`config.mk`:
```
export PLATFORM = sky130hd
export DESIGN_NAME = op_amp_with_frac
export DESIGN_NICKNAME = d
export VERILOG_FILES = /design/src/rtl/op_amp_with_frac.sv
export SDC_FILE = /design/constraint.sdc
export NUM_CORES = 1
export LEC_CHECK = 0
export ABC_AREA = 0
export ABC_CLOCK_PERIOD_IN_PS = 6800
export CAP_MARGIN = 30
export CORE_MARGIN = 10
export CORE_UTILIZATION = 45
export CTS_CLUSTER_DIAMETER = 200
export DETAILED_ROUTE_END_ITERATION = 6
export PLACE_DENSITY = 0.69
export SYNTH_ARGS = -nofsm -noshare
export SYNTH_HDL_FRONTEND = slang
export SYNTH_SLANG_ARGS = --single-unit
```
`constraint.sdc`:
```
create_clock -name clk -period 6.8 [get_ports clk]
set_input_delay 1.36 -clock clk [delete_from_list [all_inputs] [get_ports clk]]
set_output_delay 1.36 -clock clk [all_outputs]
set_load 0.005 [all_outputs]
```
`src/rtl/op_amp_with_frac.sv`:
```
// Non-inverting op-amp model: divided core clock, first-order slew toward gain*input, float output.
// Optional build macro OP_AMP_RAIL_CLAMP_EN clamps the target to the output rail.
module op_amp_with_frac #(
  parameter int          DIV     = 1000,
  parameter logic [15:0] GAIN_Q8 = 16'h0200,
  parameter int          SHIFT   = 3,
  parameter logic [15:0] RAIL    = 16'hFFFF
) (
  input  logic        clk,
  input  logic        reset_n,
  output logic        clk_100k,
  input  logic [15:0] non_inv,
  output logic [31:0] square_out
);

  localparam int            CW       = (DIV > 2) ? $clog2(DIV) : 1;
  localparam logic [CW-1:0] LAST     = CW'(DIV - 1);
  localparam logic [CW-1:0] HALF     = CW'(DIV / 2);
  localparam logic [40:0]   SNAP_LIM = 41'd1 << SHIFT;

  // Q24.16 -> IEEE-754 single, truncating; leading one at bit p gives exponent 111 + p.
  function automatic logic [31:0] q24_16_to_float(input logic [39:0] v);
    logic [5:0]  p;
    logic [22:0] mant;
    p = 6'd0;
    for (int i = 0; i < 40; i++) begin
      if (v[i]) p = 6'(i);
    end
    mant = 23'((v << (6'd39 - p)) >> 16);
    if (v == 40'd0) return 32'h0000_0000;
    else            return {1'b0, 8'd111 + {2'b00, p}, mant};
  endfunction

  logic [CW-1:0]      count_r;
  logic [CW-1:0]      count_nxt_s;
  logic               core_en_s;
  logic [31:0]        prod_s;
  logic [39:0]        target_raw_s;
  logic [39:0]        target_s;
  logic [39:0]        y_r;
  logic [39:0]        y_nxt_s;
  logic signed [40:0] diff_s;
  logic signed [40:0] step_s;
  logic [40:0]        mag_s;
  logic [31:0]        float_s;

  // Divider next count; the core steps on the clk edge where clk_100k goes high.
  always_comb begin
    count_nxt_s = '0;
    if (count_r == LAST) count_nxt_s = '0;
    else                 count_nxt_s = count_r + CW'(1);
    core_en_s = (count_nxt_s == HALF);
  end

  // Divider counter and registered 50% duty clk_100k.
  always_ff @(posedge clk or negedge reset_n) begin
    if (!reset_n) begin
      count_r  <= '0;
      clk_100k <= 1'b0;
    end else begin
      count_r  <= count_nxt_s;
      clk_100k <= (count_nxt_s >= HALF);
    end
  end

  assign prod_s       = 32'({16'd0, non_inv} * {16'd0, GAIN_Q8});
  assign target_raw_s = {prod_s, 8'd0};

`ifdef OP_AMP_RAIL_CLAMP_EN
  logic [39:0] rail_lim_s;
  assign rail_lim_s = {8'd0, RAIL, 16'd0};
  assign target_s   = (target_raw_s > rail_lim_s) ? rail_lim_s : target_raw_s;
`else
  logic unused_rail_s;
  assign unused_rail_s = ^RAIL;
  assign target_s      = target_raw_s;
`endif

  // Slew step with snap: the final sub-step lands exactly on target so no limit cycle remains.
  always_comb begin
    diff_s  = $signed({1'b0, target_s}) - $signed({1'b0, y_r});
    step_s  = diff_s >>> SHIFT;
    mag_s   = diff_s[40] ? 41'(-diff_s) : 41'(diff_s);
    y_nxt_s = y_r;
    if (mag_s < SNAP_LIM) y_nxt_s = target_s;
    else                  y_nxt_s = 40'({1'b0, y_r} + step_s);
    float_s = q24_16_to_float(y_r);
  end

  // Core state and output, advanced once per clk_100k period; output reflects pre-edge y.
  always_ff @(posedge clk or negedge reset_n) begin
    if (!reset_n) begin
      y_r        <= 40'd0;
      square_out <= 32'd0;
    end else if (core_en_s) begin
      y_r        <= y_nxt_s;
      square_out <= float_s;
    end
  end

endmodule

```
==> impl_metrics.ini <==
[global_route]
grt_first_pass_wirelength_um = 54370
track_usage_pct = 21.29
first_global_vias = 10203
grt_max_degree = 52
antenna_found_initial = 0
grt-ovfl-total = 0

[layout]
drive_above_1_share_pct = 5.806
diodes = 0
final_common_cell = nand2_1
fillerInstances = 2300
final_cell_mix = nand2_1, mux2i_1, nor2_1
nets = 1469
area_delta_synth_final_pct = 10.10

[min_path]
hold_start = count_r[0]
min_path_cells = 1
hold_class = reg -> reg
worstHoldEndpoint = count_r[0]

[detailed_routing]
final_antenna_net_count = 0
routed-via-count = 10807
wl_um = 33330
wl_per_cell_um = 19.44
initialDrtViolationCount = 1087
drc_errors = 0
drt-vias-per-instance = 6.305
dr.pass1.iters = 7

[clocking]
hold_buffers = 0
cts.sinks = 82
clkTransAtPathRegs_ns = 0.07
cts-root-buf = clkbuf_16
post_cts_buffers = 0
insertion_delay_ns = 0.36
clk_path_buf_depth = 2
cts_buffers = 9
post_cts_resized = 0
cts_tree = built
htree_levels = 3

[critical_path]
worstPathRequired_ns = 7.07
path_class = in -> reg
start_kind = input pin
worst_setup_path_end_kind = flop
slowest_stage = a221oi_1
crit_arrival_ns = 6.57
rr_endpoint = y_r[39]
cp_max_fo = 7
path_cells = clkdlybuf4s50_1, ha_1, a211o_1, a2111o_1, a22oi_1, o21ai_0, xor2_1, ha_1, a21oi_1, nor2b_1, o21ai_0, nand2b_1, nand3_1, a21boi_0, a31oi_1, a41o_1, a221oi_1, o21ai_0, a21oi_1, nor3_1, a221oi_1
rr_worst_depth = 16
r2r_start = y_r[4]
cpMostUsedCell = o21ai_0
max_stage_delay_ns = 0.47
regToRegSetupSlack_ns = 0.92

[timing]
fin_crit_ns = 6.305
worst_pin_slew_ns = 1.016
relSlewSlack_pct = 32.05
fin_worst_skew_ns = 0.01125
fin_setup_tns_ns = 0
hold_violations = 0
final-setup-viol-count = 0
period_share_pct = 92.72
fmax_mhz = 158.6
rsz0062_at_grt = false
slew_violations = 0

[floorplan]
die_w_um = 174.1
rows = 56
start_util_pct = 45.65
die_h_um = 174.1
coreArea_um2 = 23400
die_area_um2 = 30300
io_pins = 51

[logic_synthesis]
syn-cell-area_um2 = 10680
syn_inst = 1391
synthFlopType = dfrtp_1
yosysWarnings = 0
avgSynthCellArea_um2 = 7.680
asyncSetResetFlopFracSynth_pct = 100.0
synth_seq_area_share_pct = 19.21
synth_area_leaders = dfrtp_1, mux2i_1, ha_1
netlist.area_leader.share_pct = 19.21
synth-edff-count = 0
synthDistinctLibCells = 83
synth-seq-cells = 82
syn-num-nets = 1470
synth_largest_area_cell = dfrtp_1

[place]
gp_congestion = 0.9875
hpwl_um = 25800
port_buffers = 49

[power]
vdd_drop_max_uv = 82.48
power_density_nw_per_um2 = 95.24
p_total_w = 0.001120
p_leak_nw = 5.308

[outcome]
outcome = completed

[job]
max_cap_viol_count = 0
## per-layer routing
metal / part of all wire (%) / global-route usage (%)
met5: 0 / 0
met3: 7.2 / 3.727
met2: 44 / 32.91
met1: 47 / 29.33
met4: 2.5 / 7.018
## per-stage QoR
stage | cells | util (%) | setup WS (ns) | area (um^2) | hold WS, ns
6_report | 1714 | 50.26 | 0.4953 | 11760 | 0.4573
2_1_floorplan | 1391 | - | 1.199 | 10680 | 0.4329
3_3_place_gp | 1694 | 48.73 | 0.3998 | 11400 | 0.4460
3_5_place_dp | 1698 | 49.04 | 0.2610 | 11480 | 0.4504
5_1_grt | 1714 | 50.26 | 0.1119 | 11760 | 0.4698
4_1_cts | 1714 | 50.26 | 0.6320 | 11760 | 0.4612
## registers in the layout (all words and copies together), names as in the netlist
| register | cells |
|---|---|
| clk_100k | 1 |
| count_r | 10 |
| y_r | 40 |
| square_out | 31 |
## cells by family (layout without fill, tap and decap cells)
logic type                 after synthesis  after routing  synth area share [%]
and+or+nand+nor                        491            491                 23.23
buffers and inverters                  144            148                 5.540
xor gates and xnor gates                75             75                 6.149
muxes                                  125            125                 12.04
DFF                                     82             82                 19.21
AOI/OAI and AO/OA                      412            412                 26.59
other                                    1              1               0.03510
adders and majority gates               61             61                 7.215
## Yosys cell counts (all sizes together) (7+ instances only)
master  count
a221oi      8
and2       11
a221o       7
a22o        8
nand2     127
o31ai      28
inv        59
and3       15
nand3      51
nor3       35
o31a        7
o41ai       9
buf        20
or2        13
or4        11
a211o       8
o22ai       9
o21a       18
o21ai      80
nand4      13
a31oi      13
a22oi       8
a211oi     15
nand2b     17
a21o       33
dfrtp      82
xor2       33
mux2        8
nor2      102
nor2b      12
clkbuf     64
a21boi      7
nor4       28
xnor2      42
ha         60
o211ai     28
mux2i     115
a21oi      76
or3        34
## where the power goes
| part | internal, W | leakage (nW) | switching (W) |
|---|---|---|---|
| clock network | 0.000256 | 0.143 | 0.000250 |
| registers | 0.000487 | 0.933 | 0 |
| logic | 0.0000513 | 4.23 | 0.0000763 |
| total | 0.000794 | 5.31 | 0.000326 |
## layout make-up
| class | count | area (um^2) | area share (%) |
|---|---|---|---|
| clock buffer | 9 | 225.2 | 1.915 |
| clock inverter | 7 | 60.06 | 0.5106 |
| inverter | 60 | 225.2 | 1.915 |
| multi-input combinational | 1165 | 8084 | 68.73 |
| sequential | 82 | 2052 | 17.45 |
| tap | 319 | 399.1 | 3.394 |
| timing repair buffer | 72 | 715.7 | 6.085 |
## critical path, delay by kind of cell
kind                       cells  cell delay, ns
AOI/OAI and AO/OA             13            3.28
adders and majority gates      2            0.79
xor gates and xnor gates       1            0.36
buffers and inverters          1            0.44
and+or+nand+nor                4            0.34
## worst max-delay path by stage
stage / startpoint / to / slack [ns] / cells past startpoint
floorplan: non_inv[1] / y_r[27] / 1.20 / 15
global placement: non_inv[1] / y_r[39] / 0.40 / 21
CTS: non_inv[1] / y_r[39] / 0.63 / 21
global route: non_inv[1] / y_r[39] / 0.11 / 21
detailed placement: non_inv[1] / y_r[27] / 0.26 / 17
finish: non_inv[1] / y_r[39] / 0.50 / 21
Note: power is estimated with default switching activity, not from simulation.
